File: src/rtl/tdm_demux_14_pkg.sv
// tdm_defs: shared definitions for the TDM demultiplexer.
//   W_DEF / NCH_DEF : default sample width and channels per frame
//   tdm_state_t     : frame-alignment FSM states (HUNT=0, LOCKED=1)
//   slot_after()    : slot index that follows a given slot, wrapping at nch
package tdm_defs;

   localparam int W_DEF   = 1;
   localparam int NCH_DEF = 4;

   typedef enum logic {
      HUNT   = 1'b0,
      LOCKED = 1'b1
   } tdm_state_t;

   function automatic int slot_after(input int slot, input int nch);
      return (slot + 1) % nch;
   endfunction

endpackage

File: src/rtl/tdm_demux_14_slot_dec.sv
// slot_dec: binary-to-one-hot decoder with enable.
//   idx : binary slot index (SW bits)
//   en  : when low all outputs are zero
//   oh  : one-hot decode, oh[idx]=en
module slot_dec #(
   parameter int NCH = 4,
   parameter int SW  = $clog2(NCH)
) (
   input  logic [SW-1:0]  idx,
   input  logic           en,
   output logic [NCH-1:0] oh
);

   for (genvar gi = 0; gi < NCH; gi++) begin : g_dec
      assign oh[gi] = en && (idx == SW'(gi));
   end

endmodule

File: src/rtl/tdm_demux_14.sv
// tdm_demux_14: time-division demultiplexer with frame-alignment FSM.
//   clk, rst_n  : clock, asynchronous active-low reset
//   din         : incoming sample (W bits)
//   din_valid   : din carries a sample this cycle
//   frame_sync  : marks din as the channel-0 sample
//   y           : last complete frame, channel c at y[c*W +: W]
//   frame_valid : one-cycle pulse when y has just been updated
//   slot_oh     : one-hot slot expected for the next sample (zero in HUNT)
//   locked      : FSM is in LOCKED
//   sync_err    : one-cycle pulse on an alignment violation
module tdm_demux_14
   import tdm_defs::*;
#(
   parameter int W   = W_DEF,
   parameter int NCH = NCH_DEF,
   parameter int SW  = $clog2(NCH)
) (
   input  logic             clk,
   input  logic             rst_n,
   input  logic [W-1:0]     din,
   input  logic             din_valid,
   input  logic             frame_sync,
   output logic [NCH*W-1:0] y,
   output logic             frame_valid,
   output logic [NCH-1:0]   slot_oh,
   output logic             locked,
   output logic             sync_err
);

   tdm_state_t       state, state_next;
   logic [SW-1:0]    cnt, cnt_next;
   logic [SW-1:0]    wr_idx;
   logic             wr_en;
   logic             err_next;
   logic [NCH-1:0]   wr_oh;
   logic [NCH-1:0]   slot_oh_next;
   logic [NCH*W-1:0] y_next;
   logic [W-1:0]     cap_buf [NCH-1];

   // An accepted sample either starts a frame (index 0) or fills slot cnt.
   // Only a missing sync in LOCKED, or a non-sync sample in HUNT, is dropped.
   always_comb begin
      state_next = state;
      cnt_next   = cnt;
      wr_en      = 1'b0;
      wr_idx     = '0;
      err_next   = 1'b0;
      if (din_valid) begin
         case (state)
            HUNT: begin
               if (frame_sync) begin
                  wr_en      = 1'b1;
                  state_next = LOCKED;
               end
            end
            LOCKED: begin
               if (frame_sync) begin
                  // Early sync realigns on this sample; partial frame is lost.
                  wr_en    = 1'b1;
                  err_next = (cnt != '0);
               end else if (cnt != '0) begin
                  wr_en  = 1'b1;
                  wr_idx = cnt;
               end else begin
                  err_next   = 1'b1;
                  state_next = HUNT;
                  cnt_next   = '0;
               end
            end
            default: state_next = HUNT;
         endcase
         if (wr_en) begin
            cnt_next = SW'(slot_after(int'(wr_idx), NCH));
         end
      end
   end

   // Write-enable decode; the top bit doubles as the frame-complete strobe
   // because the last slot is never stored, it goes straight to y with din.
   slot_dec #(.NCH(NCH), .SW(SW)) u_wr_dec (
      .idx (wr_idx),
      .en  (wr_en),
      .oh  (wr_oh)
   );

   // slot_oh is the registered decode of the slot the next sample will fill.
   slot_dec #(.NCH(NCH), .SW(SW)) u_slot_dec (
      .idx (cnt_next),
      .en  (state_next == LOCKED),
      .oh  (slot_oh_next)
   );

   for (genvar gi = 0; gi < NCH - 1; gi++) begin : g_buf
      assign y_next[gi*W +: W] = cap_buf[gi];

      always_ff @(posedge clk or negedge rst_n) begin
         if (!rst_n) begin
            cap_buf[gi] <= '0;
         end else if (wr_oh[gi]) begin
            cap_buf[gi] <= din;
         end
      end
   end
   assign y_next[(NCH-1)*W +: W] = din;

   always_ff @(posedge clk or negedge rst_n) begin
      if (!rst_n) begin
         state       <= HUNT;
         cnt         <= '0;
         y           <= '0;
         frame_valid <= 1'b0;
         sync_err    <= 1'b0;
         slot_oh     <= '0;
      end else begin
         state       <= state_next;
         cnt         <= cnt_next;
         frame_valid <= wr_oh[NCH-1];
         sync_err    <= err_next;
         slot_oh     <= slot_oh_next;
         if (wr_oh[NCH-1]) begin
            y <= y_next;
         end
      end
   end

   assign locked = (state == LOCKED);

endmodule

File: config.mk
export PLATFORM = sky130hd
export DESIGN_NAME = tdm_demux_14
export DESIGN_NICKNAME = d
export VERILOG_FILES = /design/src/rtl/tdm_demux_14_pkg.sv /design/src/rtl/tdm_demux_14_slot_dec.sv /design/src/rtl/tdm_demux_14.sv
export SDC_FILE = /design/constraint.sdc
export NUM_CORES = 1
export LEC_CHECK = 0
export CORE_MARGIN = 5
export CORE_UTILIZATION = 51
export DETAILED_ROUTE_END_ITERATION = 8
export GPL_TIMING_DRIVEN = 0
export PLACE_DENSITY = 0.88
export SETUP_SLACK_MARGIN = 0.15
export SLEW_MARGIN = 0
export SYNTH_ARGS = -nofsm -noshare
export SYNTH_HDL_FRONTEND = slang
export SYNTH_SLANG_ARGS = --single-unit
File: constraint.sdc
create_clock -name clk -period 4.8 [get_ports clk]
set_input_delay 0.96 -clock clk [delete_from_list [all_inputs] [get_ports clk]]
set_output_delay 0.96 -clock clk [all_outputs]
set_load 0.005 [all_outputs]
== Yosys cells after proc, flatten, opt, wreduce, memory -nomap -nowiden ==
Cells that the tools add are included.
Word-level totals
  register bits: 16
  logic and storage cells: 48
Operators by class
  add/sub/neg operators: 1
  equal/unequal tests: 6
  multiplexer cells: 20
  bitwise operators: 1
  reductions and logical operators: 11
Operators by type and width (count)
  $mux 2: 9
  $mux 1: 10
  $eq 2x2->1 const B: 4
  $logic_and 1x1->1: 8
  $eq 2x1->1 const B: 2
  $logic_not 2->1: 2
  $add 2x1->2 const B: 1
  $pmux 1 s2: 1
  $reduce_bool 2->1: 1
  $not 1->1: 1

== Depth between registers and ports, before layout ==
  depth in word-level cells: 10
  gate-level depth with buffers: 7

== Cells and area by module ==
From an unflattened synthesis, not the netlist that was laid out.
Unflattened totals
  cell total of the unflattened synthesis: 56
  area total of the unflattened synthesis: 695.7 µm²
By module, submodules not included
  tdm_demux_14: instances 1, cells an instance 48, area an instance 620.6 µm²
  slot_dec: instances 2, cells an instance 4, area an instance 37.5 µm²

== Worst setup path after synthesis ==
No wires, ideal clock.
  path type: input to register
  start: in frame_sync
  end: reg cap_buf[0] (netlist bit)
  library setup time: 0.128 ns
  arrival time: 2.071 ns
  path slack: 2.602 ns
  stages: 5
  cell sequence: inv_1 -> ha_1 -> or3b_1 -> nor3_2 -> mux2_1
On the way
  cells in the longest elaborated chain, start to end: 6
  elaborated cells between the ends (all ways): 11
  those cells by class: 1 x eq/ne; 9 x mux; 1 x reduce/logical
Ends and longest elaborated chain
  from (decl): line tdm_demux_14.sv:22  | input logic frame_sync,
  $mux 2: line tdm_demux_14.sv:57  | if (frame_sync) begin
  $mux 2: line tdm_demux_14.sv:49  | case (state)
  $mux 2 (2 in series): line tdm_demux_14.sv:48  | if (din_valid) begin
  $eq 2x2->1: line tdm_demux_14_slot_dec.sv:15  | assign oh[gi] = en && (idx == SW'(gi));
  $logic_and 1x1->1 (*): line tdm_demux_14_slot_dec.sv:15
  to (signal, indexed assignment): line tdm_demux_14.sv:100  | cap_buf[gi] <= din;
  to (decl): line tdm_demux_14.sv:38  | logic [W-1:0] cap_buf [NCH-1];
Mark *: on every way between the ends. The rest lies on a longest branch, timed or not. The select of a mux whose other input is x is not followed.
A chain may end at the register's enable or synchronous reset.

== Worst setup path after layout ==
  start: in frame_sync
  end: reg y[3]
On the way
  cells in the longest elaborated chain, start to end: 6
  elaborated cells between the ends (all ways): 11
  those cells by class: 1 x eq/ne; 9 x mux; 1 x reduce/logical
Ends and longest elaborated chain
  $mux 2: line tdm_demux_14.sv:57
  $mux 2: line tdm_demux_14.sv:49
  $mux 2 (2 in series): line tdm_demux_14.sv:48
  $eq 2x2->1: line tdm_demux_14_slot_dec.sv:15
  $logic_and 1x1->1 (*): line tdm_demux_14_slot_dec.sv:15
  via u_wr_dec.oh[3]: line tdm_demux_14_slot_dec.sv:11  | output logic [NCH-1:0] oh
  to (signal assigned): line tdm_demux_14.sv:121  | y <= y_next;
  to (decl): line tdm_demux_14.sv:23  | output logic [NCH*W-1:0] y,
The timed path passes the listed nets; every way through them passes the cells marked *. The select of a mux whose other input is x is not followed.

==> flow_summary.toml <==
[clock_tree]
cts_hold_buf = 0
htree_levels = 1
clockBufferDepth = 2
cts_buffers = 3
cts_setup_buffers = 0
cts.sinks = 16
clock_latency_ns = 0.28
cts_tree = "yes"
cts_root_buf = "clkbuf_4"
clkTransAtPathRegs_ns = 0.08
post_cts_resized = 0

[setup_path]
r2r_start = "cnt[0]"
setup.worst_path.class = "in2reg"
cp-end-kind = "register"
crit_family = "buffers and inverters"
arrival_ns = 2.79
crit_slowest_cell = "clkdlybuf4s50_1"
worstPathRequired_ns = 4.97
cp_max_fo = 6
startpoint = "frame_sync"
crit_path_start_kind = "input pin"
cp_cell_sequence = "clkdlybuf4s50_1 > inv_1 > ha_1 > and4bb_1 > and3_1 > buf_6 > mux2_4"
path_buf_inv = 3
slowest_delay_ns = 0.56

[route]
drt-total-wl_um = 1310
wire_per_inst_um = 14.1
ant_nets = 0
drc = 0
viasPerCell = 5.62
drtPass1Iterations = 4
drt-initial-drc-count = 13
vias = 523

[final_layout]
stdcell_area_um2 = 916
finalNetCount = 86
drive_gt1_share_pct = 17.9
diodes = 0
area_growth_pct = 26.4
fin_cells = 93

[placement]
dpl.cell_count = 90
dpl.hpwl_um = 945
dpl-instance-area_um2 = 893
place.port_buffers = 15
place_congestion = 0.818

[pwr]
p_per_area_nw_per_um2 = 555
leakagePower_nw = 0.424
ir_drop_mv = 0.332

[floorplan]
die_h_um = 47.7
core_um2 = 1320
num_io_pins = 16
num_rows = 13
start_util_pct = 55.0
dieWidth_um = 47.7
dieArea_um2 = 2270

[yosys]
synth_nets = 66
synth-adder-area-share_pct = 1.73
synthSimpleGateAreaFrac_pct = 14.0
synth_compound_area_share_pct = 8.98
post_synth_inst_count = 60
netlist_area_um2 = 724
ys_seq_area_share_pct = 55.3
synth_cell_type_count = 26
ys_ff_latch = 16
synth_top_family_by_area = "multiplexers"
synthMuxAreaShare_pct = 14.5
syn_avg_cell_area_um2 = 12.1
synthXorXnorAreaFrac_pct = 0
yosys_warnings = 0

[timing]
finalCritPeriodShare_pct = 54.7
maxSlewHeadroom_pct = 53.4
tns_ns = 0
rsz0062_at_grt = "false"
worst_pin_slew_ns = 0.697
max_freq_mhz = 381
period_needed_ns = 2.62
final-setup-viol-count = 0
hold_violations = 0
maxSlewViolCount = 0
finClkSkew_ns = 0.00422

[hold_path]
hp-start = "cap_buf[0]"
hold_path_class = "reg2reg"

[global_route]
grt_pass1_vias = 505
grt_pass1_wl_um = 2160
grt_usage_pct = 14.4
grt_overflow = 0
antenna_found_initial = 0
grt_max_degree = 17

[outcome]
outcome = "complete, no violations"

[job]
cap_violations = 0
## worst paths after layout
| kind | to | slack [ns] | cells past startpoint |
|---|---|---|---|
| max reg2reg | y[3] | 2.87 | 7 |
| max in group asynchronous | cap_buf[1] | 3.26 | 1 |
| min reg2reg | cap_buf[0] | 0.51 | 1 |
| min in group asynchronous | y[2] | 1.09 | 1 |
| min | cap_buf[0] | 0.51 | 1 |
| max | y[3] | 2.18 | 7 |
## where the power goes
part	internal (mW)	switching (mW)
clock network	0.0291	0.0379
registers	0.190	0.0295
logic	0.135	0.0875
## Yosys cell counts
library cell / instances / area [um2]
a21boi_0: 1 / 7.51
a21o_1: 1 / 7.51
a21oi_1: 3 / 15.0
a31oi_1: 1 / 6.26
and3_1: 1 / 6.26
and4bb_1: 1 / 12.5
buf_2: 2 / 10.0
buf_6: 2 / 22.5
dfrtp_1: 16 / 400
ha_1: 1 / 12.5
inv_1: 2 / 7.51
mux2_1: 2 / 22.5
mux2_2: 2 / 22.5
mux2_4: 4 / 60.1
nand2_1: 4 / 15.0
nand2b_1: 1 / 6.26
nand3_1: 2 / 10.0
nor2_1: 5 / 18.8
nor2b_1: 1 / 6.26
nor3_2: 1 / 10.0
nor3b_1: 1 / 7.51
o21ai_0: 2 / 10.0
o21ai_1: 1 / 5.00
o22ai_1: 1 / 6.26
o31ai_1: 1 / 7.51
or3b_1: 1 / 8.76
## layout make-up
type                       instances  area, um2
timing repair buffer              15        150
tap                               15       18.8
multi-input combinational         38        284
fill                              94        402
inverter                           2       7.51
buffer                             4       32.5
sequential                        16        400
clock buffer                       3       22.5
## layer usage
layer	vias to the layer above	track usage (%)	share of wire, %
met5	-	0	0
met2	22	23.2	47
met4	0	9.68	2.8
met3	4	3.38	6.8
met1	251	16.8	43
li1	246	-	-
## registers in the layout (all words and copies together), names as in the netlist
| register | count |
|---|---|
| frame_valid | 1 |
| cap_buf | 3 |
| slot_oh | 4 |
| locked | 1 |
| cnt | 2 |
| sync_err | 1 |
| y | 4 |
## through the flow
| stage | worst slack (ns) | util (%) | total power [mW] | hold WS, ns |
|---|---|---|---|---|
| floorplan | 2.60 | - | 0.341 | 0.458 |
| global placement | 1.93 | 67.8 | 0.435 | 0.469 |
| detailed placement | 1.87 | 67.8 | 0.447 | 0.491 |
| CTS | 2.18 | 69.5 | 0.515 | 0.510 |
| global route | 2.07 | 69.5 | 0.546 | 0.530 |
| finish | 2.18 | 69.5 | 0.509 | 0.507 |
## cells in the final DEF (no fill, tap or decap)
cell / netlist / final
nand3_1: 2 / 2
ha_1: 1 / 1
mux2_4: 4 / 4
nand2_1: 4 / 4
mux2_2: 2 / 2
a31oi_1: 1 / 1
and3_1: 1 / 1
o21ai_0: 2 / 2
inv_1: 2 / 2
nor3b_1: 1 / 1
a21o_1: 1 / 1
nor2_1: 5 / 5
a21boi_0: 1 / 1
buf_6: 2 / 2
nor2b_1: 1 / 1
mux2_1: 2 / 2
and4bb_1: 1 / 1
clkbuf_4: 0 / 3
a21oi_1: 3 / 3
o21ai_1: 1 / 1
dfrtp_1: 16 / 16
buf_2: 2 / 2
nor3_2: 1 / 1
o22ai_1: 1 / 1
clkdlybuf4s50_1: 0 / 15
nand2b_1: 1 / 1
or3b_1: 1 / 1
o31ai_1: 1 / 1
## worst register-to-register path: cells and delay by family, from the launching register on
kind	cells	cell delay, ns
simple gates	3	0.57
flops	1	0.36
buf+inv	2	0.35
mux	1	0.30
fa+ha+maj	1	0.24
## cells by family (layout without fill, tap and decap cells)
group,Yosys count,count (layout)
compound gates,11,11
buf+inv,6,24
fa+ha+maj,1,1
mux,8,8
simple gates,18,18
flops,16,16
Note: power is estimated with default switching activity, not from simulation.
